==> src/rtl/audio_pkg.sv <==
// audio_pkg: shared types and constants for the codec audio receive path.
//   DEFAULT_SAMPLE_W : default bits per channel
//   adc_state_t      : I2S receiver states
//   stereo_t         : packed {left, right} frame at the default width
package audio_pkg;

    localparam int unsigned DEFAULT_SAMPLE_W = 16;

    typedef enum logic [2:0] {
        IDLE,
        SKIP_L,
        SHIFT_L,
        WAIT_R,
        SKIP_R,
        SHIFT_R,
        WAIT_L
    } adc_state_t;

    typedef struct packed {
        logic [DEFAULT_SAMPLE_W-1:0] left;
        logic [DEFAULT_SAMPLE_W-1:0] right;
    } stereo_t;

endpackage

==> src/rtl/sync_edge.sv <==
// sync_edge: N-stage synchroniser for one asynchronous input, with edge
// detection on the synchronised value.
//   i_clk, i_rst : system clock, synchronous active-high reset
//   i_d          : asynchronous input
//   o_q          : synchronised level
//   o_rise       : one-cycle pulse on a synchronised 0->1 transition
//   o_fall       : one-cycle pulse on a synchronised 1->0 transition
module sync_edge #(
    parameter int unsigned N = 2
) (
    input  logic i_clk,
    input  logic i_rst,
    input  logic i_d,
    output logic o_q,
    output logic o_rise,
    output logic o_fall
);

    logic [N-1:0] r_sync;
    logic         r_prev;

    always_ff @(posedge i_clk) begin
        if (i_rst) begin
            r_sync <= '0;
            r_prev <= 1'b0;
        end else begin
            r_sync <= {r_sync[N-2:0], i_d};
            r_prev <= r_sync[N-1];
        end
    end

    assign o_q    = r_sync[N-1];
    assign o_rise = r_sync[N-1] & ~r_prev;
    assign o_fall = ~r_sync[N-1] & r_prev;

endmodule

==> src/rtl/audio_adc.sv <==
// audio_adc: I2S ADC receiver (codec is master). Deserialises AUD_ADCDAT into
// {left, right} frames on clk and presents them through a one-entry
// valid/ready register.
//   clk, rst     : system clock (>= 4x AUD_BCLK), synchronous active-high reset
//   AUD_BCLK     : codec bit clock (asynchronous)
//   AUD_ADCLRCK  : codec word clock, low = left, high = right
//   AUD_ADCDAT   : codec serial data, MSB first
//   data         : {left, right} two's complement frame
//   valid/ready  : output handshake
//   overrun      : one-cycle pulse when a frame overwrote an unconsumed one
//   peak         : left-channel peak magnitude
//   peak_clr     : clear peak
// Optional feature macro: AUDIO_ADC_PEAK_EN (peak tracking; peak reads 0
// and peak_clr is ignored when undefined).
module audio_adc
    import audio_pkg::*;
#(
    parameter int unsigned SAMPLE_W    = DEFAULT_SAMPLE_W,
    parameter int unsigned SYNC_STAGES = 2
) (
    input  logic                  clk,
    input  logic                  rst,
    input  logic                  AUD_BCLK,
    input  logic                  AUD_ADCLRCK,
    input  logic                  AUD_ADCDAT,
    output logic [2*SAMPLE_W-1:0] data,
    output logic                  valid,
    input  logic                  ready,
    output logic                  overrun,
    output logic [SAMPLE_W-1:0]   peak,
    input  logic                  peak_clr
);

    localparam int unsigned CNT_W = $clog2(SAMPLE_W + 1);
    localparam logic [CNT_W-1:0] LAST_CNT = CNT_W'(SAMPLE_W - 1);

    logic w_bclk_rise;
    logic w_lrck;
    logic w_dat;
    logic w_unused_bclk_q, w_unused_bclk_fall;
    logic w_unused_lrck_rise, w_unused_lrck_fall;
    logic w_unused_dat_rise, w_unused_dat_fall;

    // Same depth on all three pins keeps data/LRCK aligned to the BCLK rise.
    sync_edge #(.N(SYNC_STAGES)) u_sync_bclk (
        .i_clk (clk),
        .i_rst (rst),
        .i_d   (AUD_BCLK),
        .o_q   (w_unused_bclk_q),
        .o_rise(w_bclk_rise),
        .o_fall(w_unused_bclk_fall)
    );

    sync_edge #(.N(SYNC_STAGES)) u_sync_lrck (
        .i_clk (clk),
        .i_rst (rst),
        .i_d   (AUD_ADCLRCK),
        .o_q   (w_lrck),
        .o_rise(w_unused_lrck_rise),
        .o_fall(w_unused_lrck_fall)
    );

    sync_edge #(.N(SYNC_STAGES)) u_sync_dat (
        .i_clk (clk),
        .i_rst (rst),
        .i_d   (AUD_ADCDAT),
        .o_q   (w_dat),
        .o_rise(w_unused_dat_rise),
        .o_fall(w_unused_dat_fall)
    );

    adc_state_t            r_state;
    logic                  r_lrck_prev;
    logic [CNT_W-1:0]      r_count;
    logic [SAMPLE_W-1:0]   r_shift;
    logic [SAMPLE_W-1:0]   r_left;
    logic [2*SAMPLE_W-1:0] r_data;
    logic                  r_valid;
    logic                  r_overrun;

    logic                  w_boundary;
    logic [SAMPLE_W-1:0]   w_shift_next;
    logic                  w_done;

    assign w_boundary   = (w_lrck != r_lrck_prev);
    assign w_shift_next = {r_shift[SAMPLE_W-2:0], w_dat};
    // Last right-channel bit arriving: the frame completes on this cycle.
    assign w_done       = w_bclk_rise && (r_state == SHIFT_R) && !w_boundary
                          && (r_count == LAST_CNT);

    always_ff @(posedge clk) begin
        if (rst) begin
            r_state     <= IDLE;
            r_lrck_prev <= 1'b0;
            r_count     <= '0;
            r_shift     <= '0;
            r_left      <= '0;
            r_data      <= '0;
            r_valid     <= 1'b0;
            r_overrun   <= 1'b0;
        end else begin
            r_overrun <= 1'b0;

            // A completing frame takes priority over the consumer's pop.
            if (w_done) begin
                r_data    <= {r_left, w_shift_next};
                r_valid   <= 1'b1;
                r_overrun <= r_valid && !ready;
            end else if (r_valid && ready) begin
                r_valid <= 1'b0;
            end

            if (w_bclk_rise) begin
                r_lrck_prev <= w_lrck;
                case (r_state)
                    IDLE: begin
                        if (w_boundary && !w_lrck) r_state <= SKIP_L;
                    end
                    SKIP_L, SKIP_R, SHIFT_L, SHIFT_R: begin
                        if (w_boundary) begin
                            // Short slot: drop everything; a right half with
                            // no preceding left must wait for the next left.
                            r_left  <= '0;
                            r_state <= w_lrck ? WAIT_L : SKIP_L;
                        end else if (r_state == SKIP_L || r_state == SKIP_R) begin
                            r_shift <= w_shift_next;
                            r_count <= CNT_W'(1);
                            r_state <= (r_state == SKIP_L) ? SHIFT_L : SHIFT_R;
                        end else begin
                            r_shift <= w_shift_next;
                            r_count <= r_count + 1'b1;
                            if (r_count == LAST_CNT) begin
                                if (r_state == SHIFT_L) begin
                                    r_left  <= w_shift_next;
                                    r_state <= WAIT_R;
                                end else begin
                                    r_state <= WAIT_L;
                                end
                            end
                        end
                    end
                    WAIT_R: begin
                        if (w_boundary && w_lrck) r_state <= SKIP_R;
                    end
                    WAIT_L: begin
                        if (w_boundary && !w_lrck) r_state <= SKIP_L;
                    end
                    default: r_state <= IDLE;
                endcase
            end
        end
    end

    assign data    = r_data;
    assign valid   = r_valid;
    assign overrun = r_overrun;

`ifdef AUDIO_ADC_PEAK_EN
    logic [SAMPLE_W-1:0] r_peak;
    logic [SAMPLE_W-1:0] w_left_abs;
    logic [SAMPLE_W-1:0] w_peak_base;

    // Magnitude of the held left sample; the most negative code saturates.
    always_comb begin
        w_left_abs = r_left;
        if (r_left[SAMPLE_W-1]) begin
            if (r_left == {1'b1, {(SAMPLE_W-1){1'b0}}})
                w_left_abs = {1'b0, {(SAMPLE_W-1){1'b1}}};
            else
                w_left_abs = ~r_left + 1'b1;
        end
    end

    // A clear coinciding with a frame restarts the peak from that frame.
    assign w_peak_base = peak_clr ? '0 : r_peak;

    always_ff @(posedge clk) begin
        if (rst) begin
            r_peak <= '0;
        end else if (w_done) begin
            r_peak <= (w_left_abs > w_peak_base) ? w_left_abs : w_peak_base;
        end else if (peak_clr) begin
            r_peak <= '0;
        end
    end

    assign peak = r_peak;
`else
    logic w_unused_peak_clr;
    assign w_unused_peak_clr = peak_clr;
    assign peak = '0;
`endif

endmodule

==> config.mk <==
export PLATFORM = sky130hd
export DESIGN_NAME = audio_adc
export DESIGN_NICKNAME = d
export VERILOG_FILES = /design/src/rtl/audio_pkg.sv /design/src/rtl/sync_edge.sv /design/src/rtl/audio_adc.sv
export SDC_FILE = /design/constraint.sdc
export NUM_CORES = 1
export LEC_CHECK = 0
export CAP_MARGIN = 20
export CORE_UTILIZATION = 30
export DETAILED_ROUTE_END_ITERATION = 6
export DONT_BUFFER_PORTS = 1
export PLACE_DENSITY = 0.42
export SLEW_MARGIN = 20
export SYNTH_ARGS = -nofsm -noshare
export SYNTH_HDL_FRONTEND = slang
export SYNTH_SLANG_ARGS = --single-unit
==> constraint.sdc <==
create_clock -name clk -period 3.2 [get_ports clk]
set_clock_uncertainty 0.15 [all_clocks]
set_input_delay 0.32 -clock clk [delete_from_list [all_inputs] [get_ports clk]]
set_output_delay 0.32 -clock clk [all_outputs]
set_load 0.005 [all_outputs]
==> summary.md, run 1 <==
| Metric | Value |
|---|---|
| Run status | `completed` |
| Ports placed on the boundary | `57` |
| Area fraction of the dominant cell type after synthesis | `49.5%` |
| Fraction of the yosys area taken by sequential cells | `between 40% and 50%` |
| Routed length per placed instance | `around 14 um` |
| Hold/Removal Path Class | `input pin to flop` |
| Post-route worst hold slack | `between 0.03 and 0.04 ns` |
| Area of the die | `11300 um^2` |
| Maximum Capacitance Violations | `0` |
| Via/cell ratio | `around 4.7` |
| Max Slew Vio Count | `0` |
| # setup viols final | `0` |
| Worst setup margin | `roughly 0.59 ns` |
| FF/Latch Area | `approximately 1600 um^2` |
| Multi-input logic area | `about 1500 um^2` |
| Slew at the pin with the worst max-slew slack | `around 0.90 ns` |
| Reg clk slew, reported paths | `0.08 ns` |
| Fin crit period | `approximately 2.6 ns` |
| Clock tree from TritonCTS | `yes` |
| Placed Instances | `506` |
| WL final | `7.22 mm` |
| DR iter-0 viols | `around 150` |
| PwrDens | `around 530 nW/um^2` |
| Y dimension of the die | `107 um` |
| Core outline area | `between 10000 and 15000 um^2` |
| Residual antenna-violating net count after detailed routing | `0` |
| Number of global-route vias before repair | `2388` |
| Number of enable-type register cells in the synthesized netlist | `0` |
| Number of distinct library cells after synthesis | `37` |
| Leading register cell type out of synthesis | `sky130_fd_sc_hd__dfxtp_1` |
| Routed via count | `between 2000 and 2500` |
| Arr. time, crit path | `2.73 ns` |
| Total of buffers placed on input and output ports | `0` |
| Clock network latency to the later pin of the worst-skew pair | `roughly 0.35 ns` |
| Peak clock frequency supported by timing | `0.384 GHz` |
| Count of state elements after synthesis | `81` |
| Pin count of the biggest net entering global routing | `64` |
| Most frequently used cell type in the post-synthesis netlist | `sky130_fd_sc_hd__nand2_1` |
| Initial core utilization | `31.3%` |
| Area growth syn-to-layout | `9.47%` |
| Placer congestion estimate | `slightly above 0.7` |
| Slew margin rel. | `39.6%` |
| Worst-path maximum fanout | `19` |
| Wire length of the first global-routing pass | `12.2 mm` |
| Share of post-route cells with drive strength above 1 | `under 10%` |
| Final layout net count | `397` |
| Sinks on the clock net | `between 80 and 90` |
| Critical path startpoint category | `flop` |
| Pre-antenna DRT Iters | `4` |
| Drc violations | `0` |
| Worst-case setup slack after placement | `about 0.57 ns` |
| Longest Clk Path Bufs | `2` |
| Global-route usage over all layers | `between 10% and 20%` |
| Crit share post-route | `roughly four fifths` |
| Post-cts gate resize count | `0` |
| Non-filler instance count after layout | `526` |
| Global route total overflow | `0` |
| Nature of the critical path endpoint | `flop` |
| Mean instance size in the synthesized netlist | `roughly 8.3 um^2` |
| Antenna diode instance count | `0` |
| Site Rows | `37` |
| Static leakage | `1.15 nW` |
| Final Hold Fails | `0` |
| Setup TNS Final | `0 ns` |
| Number of CTS-inserted buffers | `9` |
| Largest cells by area after synthesis | `sky130_fd_sc_hd__dfxtp_1, sky130_fd_sc_hd__nand2_1, sky130_fd_sc_hd__a21oi_1, sky130_fd_sc_hd__mux2i_1, sky130_fd_sc_hd__buf_4` |
| Number of instances in the synthesized netlist | `between 300 and 400` |
| Cell Area, Synth | `between 3000 and 4000 um^2` |
| Number of antenna violations at the first check in global routing | `0` |
| IR drop worst, VDD | `~0.24 mV` |
| H-tree level count | `3` |
| Library cell with the largest summed area after synthesis | `sky130_fd_sc_hd__dfxtp_1` |
| Post-synthesis async set-or-reset flop share | `0%` |
| Post-detailed-placement half-perimeter wirelength | `~4.4 mm` |
| Fillers | `1128` |
| CP Class | `flop to flop` |
| Cell at the root of the clock tree | `sky130_fd_sc_hd__clkbuf_8` |
| Critical path data required time | `3.33 ns` |
| Width of the chip | `between 100 and 150 um` |
| Unrepaired setup endpoints after global routing | `no` |
| YS warnings | `0` |
| Most frequent cells after synthesis | `sky130_fd_sc_hd__nand2_1, sky130_fd_sc_hd__dfxtp_1, sky130_fd_sc_hd__a21oi_1, sky130_fd_sc_hd__clkbuf_1` |
-- worst paths after layout --
kind | startpoint | end | slack, ns | cells past startpoint
worst max-delay path | r_lrck_prev$_SDFFE_PP0P_ | r_count[4]$_SDFFE_PP0P_ | 0.59 | 6
worst min-delay path | rst | r_state[1]$_SDFFE_PP0P_ | 0.04 | 3
worst max register to register | r_lrck_prev$_SDFFE_PP0P_ | r_count[4]$_SDFFE_PP0P_ | 0.59 | 6
worst min register to register | u_sync_lrck.r_sync[0]$_SDFF_PP0_ | u_sync_lrck.r_sync[1]$_SDFF_PP0_ | 0.30 | 1
-- sequential cells by signal (all words and copies together), names as in the netlist --
signal and cells:
r_lrck_prev 1, r_count 5, r_state 3, u_sync_dat.r_sync 2, data 32, overrun 1, u_sync_lrck.r_sync 2, u_sync_bclk.r_prev 1
r_shift 15, valid 1, r_left 16, u_sync_bclk.r_sync 2
-- worst max-delay path, stage by stage (launching register included) --
cell                       delay (ns)
sky130_fd_sc_hd__dfxtp_1         0.36
sky130_fd_sc_hd__inv_1           0.05
sky130_fd_sc_hd__ha_1            0.47
sky130_fd_sc_hd__nand3b_1        0.21
sky130_fd_sc_hd__or3_1           0.71
sky130_fd_sc_hd__or3_1           0.45
sky130_fd_sc_hd__a21oi_1         0.14
-- repair_timing --
action,CTS,global route
endpoints found under the hold margin,63,0
setup buffers,0,0
hold buffers,5,0
-- layer usage --
layer	vias to the layer above	part of all wire (%)	GRT usage, %
met2	67	42	20.7
met4	0	1.9	5.87
li1	1260	-	-
met1	1120	51	18.8
met3	10	4.6	3.62
met5	-	0	0
-- cell families (layout without fill, tap and decap cells) --
kind of cell	count (synthesis)	after routing	synth area share (%)
AND/OR/NAND/NOR	172	172	23.3
flip-flops	81	81	49.5
AO/OA/AOI/OAI	70	70	12.4
buffers and inverters	47	29	7.79
multiplexers	17	17	5.19
adder cells (fa/ha/maj)	4	4	1.53
other	1	16	0.114
XOR/XNOR	1	1	0.267
-- area by class of cell --
cell class                      instances  share of cell area [%]
Sequential cell                        81                    45.2
Tap cell                              136                    4.74
Clock inverter                          4                    2.13
Multi-Input combinational cell        280                    40.7
Clock buffer                           11                    3.94
Inverter                                5                   0.523
Timing Repair Buffer                    9                    2.72
-- power breakdown --
part	switching, mW	internal (mW)	total (mW)
Combinational	0.0320	0.0133	0.0454
Clock	0.375	0.460	0.835
Sequential	0.00230	1.01	1.01
-- cell usage in the layout, fill, tap and decap left out, types with 6 or more instances in the layout --
master,netlist,routed
sky130_fd_sc_hd__nor2_1,8,8
sky130_fd_sc_hd__nand2_1,114,114
sky130_fd_sc_hd__nand3_1,17,17
sky130_fd_sc_hd__dfxtp_1,81,81
sky130_fd_sc_hd__nor2b_1,8,8
sky130_fd_sc_hd__clkbuf_8,0,10
sky130_fd_sc_hd__nand2b_1,6,6
sky130_fd_sc_hd__a21oi_1,54,54
sky130_fd_sc_hd__conb_1,1,16
sky130_fd_sc_hd__mux2i_1,17,17
-- metrics by stage --
step	utilization [%]	instance area (um^2)	total power, mW
floorplan	-	3330	1.08
global placement	31.6	3300	1.06
detailed placement	31.6	3300	1.06
CTS	34.3	3590	1.93
global route	34.3	3590	1.97
finish	34.3	3590	1.89
No activity file was read; power rests on OpenSTA's default activity.
==> inputs of run 2 (changes only) <==
PLACE_DENSITY = 0.43   (was 0.42)
clock period = 2.27 ns   (was 3.2 ns; I/O delays follow)
==> run 2 against run 1 <==
Compared with the run above:
- total power increased by 41%
- routed wire length down 0.30%
- core utilization is 0.81 points higher
- via count grew 2.4%
- non-clock buffer count rose by 7
- highest routed layer unchanged
- worst setup slack worse by 0.48 ns
- register-to-register slack got worse by 0.48 ns
- largest power group unchanged
- critical path depth rose by 2
- maximum frequency up 21%
==> summary.md, run 2 (same netlist as run 1, synthesis figures left out) <==
| Metric | Value |
|---|---|
| Final Hold Fails | `0 (unchanged)` |
| Via/cell ratio | `4.71 (+0.91%)` |
| Max Slew Vio Count | `0 (unchanged)` |
| Fillers | `1118 (-0.89%)` |
| Worst-path maximum fanout | `12 (-7)` |
| Post-detailed-placement half-perimeter wirelength | `4.49 mm (+1.7%)` |
| Run status | `completed` |
| WL final | `7.20 mm (-0.30%)` |
| Placed Instances | `511 (+0.99%)` |
| Drc violations | `0 (unchanged)` |
| Pin count of the biggest net entering global routing | `67 (+4.7%)` |
| Leading cell type in the layout, fill and taps excluded | `sky130_fd_sc_hd__nand2_1` |
| Clock tree from TritonCTS | `yes` |
| Highest-count cells in the layout ignoring fill and taps | `sky130_fd_sc_hd__nand2_1, sky130_fd_sc_hd__dfxtp_1, sky130_fd_sc_hd__a21oi_1, sky130_fd_sc_hd__mux2i_1, sky130_fd_sc_hd__nand3_1` |
| Critical path startpoint category | `flop` |
| Maximum Capacitance Violations | `0 (unchanged)` |
| Crit-path most repeated cell | `sky130_fd_sc_hd__buf_4` |
| Cell with the largest stage delay on the worst path | `sky130_fd_sc_hd__or3_1` |
| Number of global-route vias before repair | `2411 (+0.96%)` |
| Residual antenna-violating net count after detailed routing | `0 (unchanged)` |
| Number of antenna violations at the first check in global routing | `0 (unchanged)` |
| Placer congestion estimate | `0.707 (-1.1%)` |
| Area of the die | `11300 um^2 (unchanged)` |
| DR iter-0 viols | `78 (-47%)` |
| Y dimension of the die | `107 um (unchanged)` |
| Relative contribution of the clock network to total power | `43.7% (-0.4 points)` |
| Number of flip-flops in the largest register | `32 (unchanged)` |
| Core outline area | `10500 um^2 (unchanged)` |
| Longest Clk Path Bufs | `2 (unchanged)` |
| # setup viols final | `0 (unchanged)` |
| Routed length per placed instance | `13.5 um (-1.8%)` |
| Antenna diode instance count | `0 (unchanged)` |
| Cells along the critical path | `inv_1 > ha_2 > nand3b_1 > or3_1 > buf_4 > buf_4 > nand2_1 > a21oi_1` |
| Combinational group share of total power | `2.6% (+0.2 points)` |
| Global-route usage over all layers | `13.6% (-0.29 points)` |
| Setup TNS Final | `0 ns (unchanged)` |
| Area growth syn-to-layout | `12.1%` |
| Cell-internal power | `2.07 mW (+40%)` |
| Width of the chip | `107 um (unchanged)` |
| Fin crit period | `2.16 ns (-0.451 ns)` |
| Peak clock frequency supported by timing | `0.464 GHz (+21%)` |
| Clock network latency to the later pin of the worst-skew pair | `0.35 ns (about the same)` |
| PwrDens | `725 nW/um^2 (+37%)` |
| Register share of total power | `53.7% (+0.2 points)` |
| Site Rows | `37 (unchanged)` |
| Non-filler instance count after layout | `534 (+1.5%)` |
| Static leakage | `1.19 nW (+3.1%)` |
| Share of post-route cells with drive strength above 1 | `8.04% (+2.1 points)` |
| Unrepaired setup endpoints after global routing | `no` |
| Pre-antenna DRT Iters | `4 (unchanged)` |
| Ports placed on the boundary | `57 (unchanged)` |
| Crit share post-route | `95.0% (+13 points)` |
| Critical path data required time | `2.35 ns (-0.98 ns)` |
| H-tree level count | `3 (unchanged)` |
| Routed via count | `2517 (+2.4%)` |
| Cell at the root of the clock tree | `sky130_fd_sc_hd__clkbuf_8` |
| Delay of the slowest cell on the worst path | `0.44 ns (-0.27 ns)` |
| Critical path buffers and inverters | `3 (+2)` |
| Final layout net count | `404 (+1.8%)` |
| Initial core utilization | `31.3% (unchanged)` |
| Power dissipated by switching net loads | `589 uW (+44%)` |
| IR drop worst, VDD | `0.303 mV (+26%)` |
| Sinks on the clock net | `81 (unchanged)` |
| Switching share of power | `22.1% (+0.53 points)` |
| Arr. time, crit path | `2.23 ns (-0.50 ns)` |
| Wire length of the first global-routing pass | `12.0 mm (-1.6%)` |
| Nature of the critical path endpoint | `flop` |
| Number of CTS-inserted buffers | `9 (unchanged)` |
| Global route total overflow | `0 (unchanged)` |
| Cell class contributing the biggest share of worst-path delay | `simple AND/OR/NAND/NOR gates` |
| Reg clk slew, reported paths | `0.08 ns (about the same)` |
| Total of buffers placed on input and output ports | `0 (unchanged)` |
| Hold/Removal Path Class | `input pin to flop` |
| CP Class | `flop to flop` |
[run 2: cell count changes in the layout (fill, tap and decap cells not counted)]
| cell | delta |
|---|---|
| sky130_fd_sc_hd__dlygate4sd3_1 | +1 |
| sky130_fd_sc_hd__buf_12 | +2 |
| sky130_fd_sc_hd__clkinv_4 | +1 |
| sky130_fd_sc_hd__ha_1 | -1 |
| sky130_fd_sc_hd__buf_4 | +4 |
| sky130_fd_sc_hd__nor2_1 | -1 |
| sky130_fd_sc_hd__ha_2 | +1 |
| sky130_fd_sc_hd__clkinv_2 | +1 |
| sky130_fd_sc_hd__clkbuf_8 | -1 |
| sky130_fd_sc_hd__nor2_2 | +1 |
[run 2: worst register-to-register path: stages, from the launching register on]
cell	delay [ns]
sky130_fd_sc_hd__dfxtp_1	0.36
sky130_fd_sc_hd__inv_1	0.06
sky130_fd_sc_hd__ha_2	0.37
sky130_fd_sc_hd__nand3b_1	0.17
sky130_fd_sc_hd__or3_1	0.44
sky130_fd_sc_hd__buf_4	0.18
sky130_fd_sc_hd__buf_4	0.19
sky130_fd_sc_hd__nand2_1	0.08
sky130_fd_sc_hd__a21oi_1	0.06
[run 2: power groups by stage]
stage / clock network (mW) / logic (mW) / registers (mW)
after detailed placement: 0 / 0.0366 / 1.46
after global placement: 0 / 0.0366 / 1.46
after CTS: 1.20 / 0.0681 / 1.43
after global routing: 1.27 / 0.0784 / 1.43
after floorplan: 0 / 0.0649 / 1.46
final: 1.16 / 0.0690 / 1.43
[run 2: final cells by class]
type,count,area [um^2],share of cell area [%]
clock inverters,6,90.1,2.45
inverters,5,18.8,0.511
multi-input cells,280,1470,39.9
clock buffers,10,128,3.48
repair buffers,16,178,4.84
well taps,136,170,4.63
flip-flops and latches,81,1620,44.2
[run 2: repair_timing]
item,in CTS,in global routing
hold buffers,6,0
hold endpoints to repair,65,0
endpoints found under the setup margin,0,15
gates resized for setup,0,2
buffers inserted,0,1
[run 2: worst paths after layout]
path | start | to | slack, ns | depth (start not counted)
worst max-delay path | r_lrck_prev$_SDFFE_PP0P_ | r_shift[3]$_SDFFE_PP0P_ | 0.11 | 8
worst min-delay path | rst | data[20]$_SDFFE_PP0P_ | 0.07 | 2
worst max register to register | r_lrck_prev$_SDFFE_PP0P_ | r_shift[3]$_SDFFE_PP0P_ | 0.11 | 8
worst min register to register | u_sync_lrck.r_sync[0]$_SDFF_PP0_ | u_sync_lrck.r_sync[1]$_SDFF_PP0_ | 0.29 | 1
[run 2: per-stage QoR]
step / hold slack (ns) / util, % / setup WS (ns) / cell area, um^2 / power, mW
finish: 0.0651 / 35.1 / 0.114 / 3670 / 2.66
global route: 0.0831 / 35.1 / 0.00165 / 3670 / 2.78
CTS: 0.0691 / 35.0 / 0.0858 / 3660 / 2.70
detailed placement: 0.158 / 32.2 / 0.136 / 3360 / 1.50
global placement: 0.157 / 32.2 / 0.110 / 3360 / 1.50
floorplan: 0.205 / - / 0.265 / 3330 / 1.53
[run 2: routing by layer]
| layer | GRT usage (%) | wire [um] | vias to the layer above | share of wire, % |
|---|---|---|---|---|
| met1 | 19.1 | 3770 | 1162 | 52 |
| li1 | - | - | 1274 | - |
| met2 | 18.6 | 2880 | 69 | 40 |
| met5 | 0 | 0 | - | 0 |
| met4 | 7.24 | 150 | 0 | 2.1 |
| met3 | 3.56 | 396 | 12 | 5.5 |
